--- src/rtl/step_dir_generator.sv ---
// step_dir_generator: accepts move commands and drives the step/dir pulse
// stream into the microstepper phase counter while tracking net position.
// Pulse width, dir-to-step setup and step period are latched per move.
module step_dir_generator #(
    parameter int CNT_W = 32,
    parameter int PER_W = 16
) (
    input  logic             clk,
    input  logic             resetn,
    input  logic             cmd_valid,
    output logic             cmd_ready,
    input  logic [CNT_W-1:0] cmd_steps,
    input  logic             cmd_dir,
    input  logic [PER_W-1:0] cmd_period,
    input  logic [7:0]       config_pulse_width,
    input  logic [7:0]       config_dir_setup,
    input  logic             abort,
    output logic             step,
    output logic             dir,
    output logic             busy,
    output logic             done,
    output logic             aborted,
    output logic [CNT_W-1:0] steps_remaining,
    output logic [CNT_W-1:0] position
);

    typedef enum logic [1:0] {
        IDLE,
        SETUP,
        HIGH,
        LOW
    } state_t;

    localparam logic [PER_W-1:0] PER_ONE = PER_W'(1);
    localparam logic [CNT_W-1:0] CNT_ONE = CNT_W'(1);

    state_t           state;
    logic [PER_W-1:0] timer;       // cycles left in the current state, minus one
    logic [PER_W-1:0] pw_q;        // latched effective pulse width
    logic [PER_W-1:0] lt_q;        // latched effective low time
    logic             abort_pend;  // abort seen during a pulse, honoured at its end

    logic [PER_W-1:0] pw_eff;
    logic [PER_W-1:0] per_eff;
    logic [PER_W-1:0] lt_eff;
    logic [CNT_W-1:0] pos_cmd_step;
    logic [CNT_W-1:0] pos_step;

    assign cmd_ready = (state == IDLE);
    assign busy      = (state != IDLE);

    // Effective timing from the offered command: pulse width at least one
    // cycle, period long enough to leave at least one low cycle.
    always_comb begin
        pw_eff  = (config_pulse_width == 8'd0) ? PER_ONE : PER_W'(config_pulse_width);
        per_eff = (cmd_period > pw_eff) ? cmd_period : pw_eff + PER_ONE;
        lt_eff  = per_eff - pw_eff;
    end

    // Position after one step: first step of a move uses the incoming
    // direction, later steps use the registered one.
    always_comb begin
        pos_cmd_step = cmd_dir ? position + CNT_ONE : position - CNT_ONE;
        pos_step     = dir     ? position + CNT_ONE : position - CNT_ONE;
    end

    // Move sequencer: command accept, setup delay, pulse high/low timing,
    // abort handling and position/remaining bookkeeping.
    // NOTE: every register here, including the latched timing values, is
    // cleared by the asynchronous reset so a reset mid-move leaves no stale
    // state behind; all updates are non-blocking so the whole block sees
    // the pre-edge values of state, timer and position.
    always_ff @(posedge clk or negedge resetn) begin
        if (!resetn) begin
            state           <= IDLE;
            timer           <= '0;
            pw_q            <= PER_ONE;
            lt_q            <= PER_ONE;
            abort_pend      <= 1'b0;
            step            <= 1'b0;
            dir             <= 1'b0;
            done            <= 1'b0;
            aborted         <= 1'b0;
            steps_remaining <= '0;
            position        <= '0;
        end else begin
            done    <= 1'b0;
            aborted <= 1'b0;
            case (state)
                IDLE: begin
                    if (cmd_valid) begin
                        dir        <= cmd_dir;
                        pw_q       <= pw_eff;
                        lt_q       <= lt_eff;
                        abort_pend <= 1'b0;
                        if (cmd_steps == '0) begin
                            steps_remaining <= '0;
                            done            <= 1'b1;
                        end else if (config_dir_setup == 8'd0) begin
                            state           <= HIGH;
                            step            <= 1'b1;
                            timer           <= pw_eff - PER_ONE;
                            steps_remaining <= cmd_steps - CNT_ONE;
                            position        <= pos_cmd_step;
                        end else begin
                            state           <= SETUP;
                            timer           <= PER_W'(config_dir_setup) - PER_ONE;
                            steps_remaining <= cmd_steps;
                        end
                    end
                end

                SETUP: begin
                    if (abort) begin
                        state   <= IDLE;
                        aborted <= 1'b1;
                    end else if (timer == '0) begin
                        state           <= HIGH;
                        step            <= 1'b1;
                        timer           <= pw_q - PER_ONE;
                        steps_remaining <= steps_remaining - CNT_ONE;
                        position        <= pos_step;
                    end else begin
                        timer <= timer - PER_ONE;
                    end
                end

                HIGH: begin
                    // A pulse is never truncated: abort only takes effect
                    // once the full high time has elapsed.
                    if (timer == '0) begin
                        step <= 1'b0;
                        if (abort || abort_pend) begin
                            state   <= IDLE;
                            aborted <= 1'b1;
                        end else begin
                            state <= LOW;
                            timer <= lt_q - PER_ONE;
                        end
                    end else begin
                        timer <= timer - PER_ONE;
                        if (abort) begin
                            abort_pend <= 1'b1;
                        end
                    end
                end

                LOW: begin
                    if (abort) begin
                        state   <= IDLE;
                        aborted <= 1'b1;
                    end else if (timer == '0) begin
                        if (steps_remaining != '0) begin
                            state           <= HIGH;
                            step            <= 1'b1;
                            timer           <= pw_q - PER_ONE;
                            steps_remaining <= steps_remaining - CNT_ONE;
                            position        <= pos_step;
                        end else begin
                            state <= IDLE;
                            done  <= 1'b1;
                        end
                    end else begin
                        timer <= timer - PER_ONE;
                    end
                end

                default: begin
                    state <= IDLE;
                    step  <= 1'b0;
                end
            endcase
        end
    end

endmodule

--- config.mk ---
export PLATFORM = sky130hd
export DESIGN_NAME = step_dir_generator
export DESIGN_NICKNAME = d
export VERILOG_FILES = /design/src/rtl/step_dir_generator.sv
export SDC_FILE = /design/constraint.sdc
export NUM_CORES = 1
export LEC_CHECK = 0
export ABC_AREA = 1
export CORE_ASPECT_RATIO = 1.5
export CORE_MARGIN = 8
export CORE_UTILIZATION = 31
export DETAILED_ROUTE_END_ITERATION = 7
export MAX_ROUTING_LAYER = met4
export PLACE_DENSITY = 0.6
export SETUP_SLACK_MARGIN = 0.02
export SYNTH_ARGS = -nofsm -noshare
export SYNTH_HDL_FRONTEND = slang
export SYNTH_SLANG_ARGS = --single-unit
--- constraint.sdc ---
create_clock -name clk -period 5.5 [get_ports clk]
set_clock_uncertainty 0.05 [all_clocks]
set_input_delay 0.825 -clock clk [delete_from_list [all_inputs] [get_ports clk]]
set_output_delay 0.825 -clock clk [all_outputs]
set_load 0.02 [all_outputs]
==> flow_metrics.env, run 1 <==
export IMPL_outcome="completed"
export IMPL_cts_tree="yes"
export IMPL_worstMarginPinSlew_ns=1.02
export IMPL_fillers=3470
export IMPL_p_int_mw=2.77
export IMPL_area_delta_synth_final_pct=20.9
export IMPL_synth_simple_area_share_pct=37.9
export IMPL_worstSetupStartpoint="config_pulse_width[1]"
export IMPL_leakage_nw=5.39
export IMPL_drcViolationCount=0
export IMPL_dpl_cell_count=2117
export IMPL_cts_buffers=9
export IMPL_whs_ns=0.443
export IMPL_yosys_area_top_type="dfrtp_1"
export IMPL_final_hold_violation_count=0
export IMPL_grt_pass1_wl_mm=55.8
export IMPL_post_cts_buffers=0
export IMPL_async_reset_ff_share_pct=100
export IMPL_synth_edf_count=0
export IMPL_rrSetupSlack_ns=2.38
export IMPL_yosysUniqueCellTypes=48
export IMPL_fin_crit_sh_pct=85.1
export IMPL_die_h_um=236
export IMPL_synthMuxAreaShare_pct=0
export IMPL_cp_arrival_ns=4.90
export IMPL_yosys_top_cells_area="dfrtp_1 27%, nand2_1 15%, nor2_1 9.9%"
export IMPL_r2r_start="state[1]"
export IMPL_slowest_delay_ns=0.46
export IMPL_drt_iter0_drc=543
export IMPL_synth_top_cell_area_share_pct=27.3
export IMPL_hpwl_mm=27.4
export IMPL_first_pass_iters=5
export IMPL_critPathTopFamily="simple AND/OR/NAND/NOR gates"
export IMPL_netlist_instances=1602
export IMPL_syn_area_per_cell_sq_um=6.24
export IMPL_grt_max_degree=73
export IMPL_port_buffers=138
export IMPL_io_pins=139
export IMPL_hp_class="reg -> reg"
export IMPL_post_cts_resized=0
export IMPL_grt_use_total_pct=18.7
export IMPL_root_buffer="clkbuf_16"
export IMPL_wl_per_cell_um=16.3
export IMPL_reg2reg_depth=12
export IMPL_path_max_fanout=17
export IMPL_syn_nets=1702
export IMPL_reg2reg_to="position[19]"
export IMPL_cts_sinks=111
export IMPL_period_minus_slack_ns=4.68
export IMPL_grt_overflow_total=0
export IMPL_drv_cap=0
export IMPL_ant_nets=0
export IMPL_critPathCaptureType="flop"
export IMPL_cts_hold_buf=0
export IMPL_die_area_sq_um=38400
export IMPL_crit_top_cell="nand2_1"
export IMPL_synth_top_family_by_area="simple AND/OR/NAND/NOR gates"
export IMPL_finalSetupViolCount=0
export IMPL_cp_start_kind="primary input"
export IMPL_netSwitchingPower_mw=2.92
export IMPL_synth_compound_area_share_pct=13.6
export IMPL_maxSlewHeadroom_pct=31.7
export IMPL_fin_nets=1818
export IMPL_layout_drive_gt1_share_pct=3.25
export IMPL_yosysWarnings=0
export IMPL_p_seq_share_pct=28.1
export IMPL_worstPathRequired_ns=5.72
export IMPL_wl_mm=34.7
export IMPL_yosys_area_share_adder_pct=3.95
export IMPL_synth_seq_cells=111
export IMPL_rows=80
export IMPL_synthFlopType="dfrtp_1"
export IMPL_pwr_share_comb_pct=58.4
export IMPL_grt_pass1_vias=10700
export IMPL_ys_seq_area_share_pct=27.8
export IMPL_vias=10700
export IMPL_finalNonFillerCells=2136
export IMPL_cts_buffer_depth=2
export IMPL_endpoint="lt_q[14]"
export IMPL_p_clk_share_pct=13.5
export IMPL_antenna_found_initial=3
export IMPL_synth_xor_area_share_pct=7.53
export IMPL_h_tree_depth=3
export IMPL_cp_num_buf_inv=4
export IMPL_swShare_pct=51.3
export IMPL_vias_per_cell=5.00
export IMPL_fmax_mhz=214
export IMPL_syn_area_sq_um=10000
export IMPL_crit_type="in -> reg"
export IMPL_tns_ns=0
export IMPL_finalMaxSlewViolations=0
export IMPL_clk_insertion_delay_late_ns=0.38
export IMPL_crit_slowest_cell="clkdlybuf4s50_1"
export IMPL_fp_coreArea_sq_um=31800
export IMPL_place_congestion=0.928
export IMPL_rsz0062_at_grt="false"
export IMPL_vdd_ir_drop_worst_mv=0.270
export IMPL_die_x_um=163
export IMPL_path_clk_slew_ns=0.08
export IMPL_start_util_pct=31.4
export IMPL_hp_start="pw_q[7]"
export IMPL_powerDensity_nw_per_um2=470
export IMPL_crit_cells=26
==> stage by stage <==
stage / setup slack [ns] / total power, mW / cell area (sq um) / utilization (%)
after floorplan: 1.41 / 3.78 / 10000 / -
after global placement: 0.523 / 4.88 / 11800 / 36.9
after detailed placement: 0.385 / 4.92 / 11800 / 36.9
after CTS: 0.798 / 5.72 / 12100 / 38.0
after global routing: 0.296 / 6.18 / 12100 / 38.0
final: 0.821 / 5.69 / 12100 / 38.0
==> registers in the layout (all words and copies together), names as in the netlist <==
signal           count
lt_q                16
dir                  1
done                 1
position            32
timer               16
pw_q                 8
abort_pend           1
aborted              1
state                2
steps_remaining     32
step                 1
==> cells in the final DEF, fill, tap and decap left out, drive strengths merged, types with 2 or more instances in the layout <==
cell type / instances
nand2: 399
nor2: 272
inv: 195
clkdlybuf4s50: 137
nand3: 121
o21ai: 119
dfrtp: 109
a21oi: 69
xor2: 67
nor3: 45
nand4: 34
ha: 30
xnor2: 19
a31oi: 13
o211ai: 12
nor4: 11
o22ai: 11
clkbuf: 10
buf: 8
nand3b: 7
a22oi: 5
or2: 4
diode: 3
o41ai: 3
clkinv: 3
a21o: 2
o21a: 2
nor3b: 2
o31ai: 2
bufinv: 2
dfstp: 2
==> layer usage <==
metal	share of wire (%)	vias up	track usage, %
met4	3.1	0	8.14
met3	4.8	54	2.44
met2	52	265	33.8
met1	40	4909	20.0
met5	0	-	-
li1	-	5450	-
==> tightest hold or removal path, delay by kind of cell (launching register included) <==
kind	cells	cell delay, ns
AO/OA/AOI/OAI	1	0.06
flip-flops	1	0.35
AND/OR/NAND/NOR	1	0.05
==> worst min path at each step <==
| stage | to | slack [ns] | cells after the start |
|---|---|---|---|
| after CTS | pw_q[1] | 0.44 | 2 |
| after floorplan | pw_q[1] | 0.40 | 2 |
| after global routing | pw_q[1] | 0.47 | 2 |
| final | pw_q[7] | 0.44 | 2 |
| after detailed placement | pw_q[1] | 0.42 | 2 |
| after global placement | pw_q[1] | 0.43 | 2 |
==> cells by family after synthesis <==
logic type / Yosys count
AND/OR/NAND/NOR: 896
adder cells (fa/ha/maj): 31
XOR/XNOR: 86
flip-flops: 111
AO/OA/AOI/OAI: 243
buffers and inverters: 235
==> layout make-up <==
| type | count | area, sq um | share of cell area [%] |
|---|---|---|---|
| clock inverter | 6 | 92.6 | 0.766 |
| multi-input combinational | 1256 | 6300 | 52.1 |
| sequential | 111 | 2780 | 23.0 |
| timing repair buffer | 145 | 1430 | 11.8 |
| clock buffer | 10 | 239 | 1.98 |
| tap | 410 | 513 | 4.24 |
| inverter | 195 | 732 | 6.05 |
| antenna | 3 | 7.51 | 0.0621 |
==> power by group through the flow <==
stage	registers [mW]	clock network, mW	logic, mW
6_report	1.60	0.770	3.32
5_1_grt	1.65	0.821	3.70
4_1_cts	1.60	0.794	3.33
3_5_place_dp	1.61	0	3.31
3_3_place_gp	1.60	0	3.28
2_1_floorplan	1.67	0	2.11
==> cells in the mapped netlist, drive strengths merged (3+ instances only) <==
master	number
clkbuf	24
nor3	45
nand2	399
o22ai	11
o41ai	3
dfrtp	109
inv	194
buf	16
a31oi	13
o211ai	12
o21ai	119
xor2	67
or2	4
a21oi	69
nor4	11
xnor2	19
nor2	272
nand4	34
a22oi	5
nand3	121
nand3b	7
ha	30
(Power assumes the default switching activity.)
==> run 2: changes to the inputs <==
- CORE_MARGIN: 8 -> 2
- PLACE_DENSITY: 0.6 -> default
==> flow_metrics.env, run 2 (synthesized netlist as in run 1, its figures left out) <==
export IMPL_cp_start_kind="primary input"
export IMPL_vias_per_cell=5.07
export IMPL_grt_overflow_total=0
export IMPL_start_util_pct=31.4
export IMPL_period_minus_slack_ns=4.43
export IMPL_cts_buffers=9
export IMPL_area_delta_synth_final_pct=20.8
export IMPL_powerDensity_nw_per_um2=467
export IMPL_crit_type="in -> reg"
export IMPL_outcome="completed"
export IMPL_path_max_fanout=17
export IMPL_die_x_um=151
export IMPL_h_tree_depth=3
export IMPL_finalSetupViolCount=0
export IMPL_fin_crit_sh_pct=80.5
export IMPL_whs_ns=0.439
export IMPL_fin_nets=1820
export IMPL_grt_use_total_pct=20.8
export IMPL_layout_common_cells="397 x nand2_1, 263 x nor2_1, 190 x inv_1, 137 x clkdlybuf4s50_1, 120 x nand3_1"
export IMPL_post_cts_resized=0
export IMPL_detail_route_wirelength_met1_mm=13.5
export IMPL_fmax_mhz=226
export IMPL_cp_arrival_ns=4.66
export IMPL_post_cts_buffers=0
export IMPL_root_buffer="clkbuf_16"
export IMPL_cts_sinks=111
export IMPL_path_clk_slew_ns=0.08
export IMPL_reg_top3="position: 32 flops, steps_remaining: 32 flops"
export IMPL_antenna_found_initial=2
export IMPL_layout_drive_gt1_share_pct=3.30
export IMPL_utilization_pct=38.0
export IMPL_place_congestion=0.935
export IMPL_hpwl_mm=26.7
export IMPL_die_h_um=224
export IMPL_maxSlewHeadroom_pct=38.9
export IMPL_drcViolationCount=0
export IMPL_rsz0062_at_grt="false"
export IMPL_cts_tree="yes"
export IMPL_finalMaxSlewViolations=0
export IMPL_drv_cap=0
export IMPL_cts_buffer_depth=2
export IMPL_worstMarginPinSlew_ns=0.917
export IMPL_vias=10800
export IMPL_grt_pass1_vias=10500
export IMPL_critPathCaptureType="flop"
export IMPL_cts_hold_buf=0
export IMPL_wl_met2_mm=17.8
export IMPL_final_hold_violation_count=0
export IMPL_tns_ns=0
export IMPL_rows=80
export IMPL_clk_insertion_delay_late_ns=0.39
export IMPL_wl_per_cell_um=15.9
export IMPL_io_pins=139
export IMPL_die_area_sq_um=33800
export IMPL_hp_class="reg -> reg"
export IMPL_grt_max_degree=65
export IMPL_top_layer="met4"
export IMPL_vdd_ir_drop_worst_mv=0.170
export IMPL_fp_coreArea_sq_um=31800
export IMPL_worstPathRequired_ns=5.73
export IMPL_first_pass_iters=6
export IMPL_grt_pass1_wl_mm=53.6
export IMPL_wl_mm=33.9
export IMPL_layout_commonest_cell="nand2_1"
export IMPL_leakage_nw=5.39
export IMPL_drt_iter0_drc=584
export IMPL_wl_met3_mm=1.63
export IMPL_ant_nets=0
export IMPL_port_buffers=138
run 2: changes by cell type in the layout (fill, tap and decap cells not counted), sizes merged:
| cell | delta |
|---|---|
| buf | +2 |
| bufinv | -1 |
| clkbuf | +1 |
| clkinv | -1 |
| diode | -1 |
| inv | +1 |
run 2: worst paths after layout:
check | cells past startpoint | startpoint | slack, ns | to
hold reg to reg | 2 | pw_q[1] | 0.44 | pw_q[1]
max in group asynchronous | 2 | resetn | 3.68 | aborted
setup / recovery | 28 | config_pulse_width[1] | 1.07 | lt_q[14]
setup reg to reg | 13 | timer[0] | 1.92 | position[23]
min in group asynchronous | 1 | resetn | 0.50 | steps_remaining[1]
hold / removal | 2 | pw_q[1] | 0.44 | pw_q[1]
run 2: metal layers:
metal	track usage (%)	vias to the layer above
met1	22.5	5059
met4	8.80	0
met2	37.8	272
li1	-	5453
met3	2.71	51
met5	-	-
run 2: final cells by class:
| type | count | area (sq um) |
|---|---|---|
| fill | 3495 | 19700 |
| multi-input combinational | 1256 | 6300 |
| inverter | 195 | 732 |
| sequential | 111 | 2780 |
| clock inverter | 5 | 63.8 |
| clock buffer | 11 | 243 |
| antenna | 2 | 5.00 |
| timing repair buffer | 147 | 1450 |
| tap | 410 | 513 |
run 2: power by group:
group / switching [mW] / total (mW) / internal, mW / leakage [nW]
clock: 0.355 / 0.726 / 0.371 / 0.147
sequential: 0.439 / 1.60 / 1.16 / 1.35
combinational: 2.12 / 3.32 / 1.20 / 3.89
run 2: stage by stage:
step / std cells / power, mW / worst slack, ns / area, sq um
6_report: 2137 / 5.64 / 1.07 / 12100
5_1_grt: 2137 / 6.13 / 0.601 / 12100
4_1_cts: 2135 / 5.67 / 1.02 / 12100
3_5_place_dp: 2119 / 4.92 / 0.604 / 11800
3_3_place_gp: 2119 / 4.88 / 0.694 / 11800
2_1_floorplan: 1602 / 3.78 / 1.41 / 10000
run 2: worst max-delay path, cell delays in order:
cell	delay (ns)
clkdlybuf4s50_1	0.46
inv_1	0.21
nand4_1	0.12
o21bai_1	0.13
buf_4	0.16
ha_1	0.14
inv_1	0.04
nand2_1	0.05
nand2_1	0.04
nand2_1	0.05
nand2_1	0.04
nand2_1	0.05
nand3_1	0.06
nand2_1	0.08
buf_4	0.20
nand2_1	0.06
o21ai_0	0.09
ha_1	0.17
inv_1	0.05
fa_1	0.40
a31oi_1	0.39
nor3_1	0.09
nor2_1	0.36
nand2_1	0.13
nor2_1	0.10
nand2_1	0.06
nand3_1	0.06
nand2_1	0.05
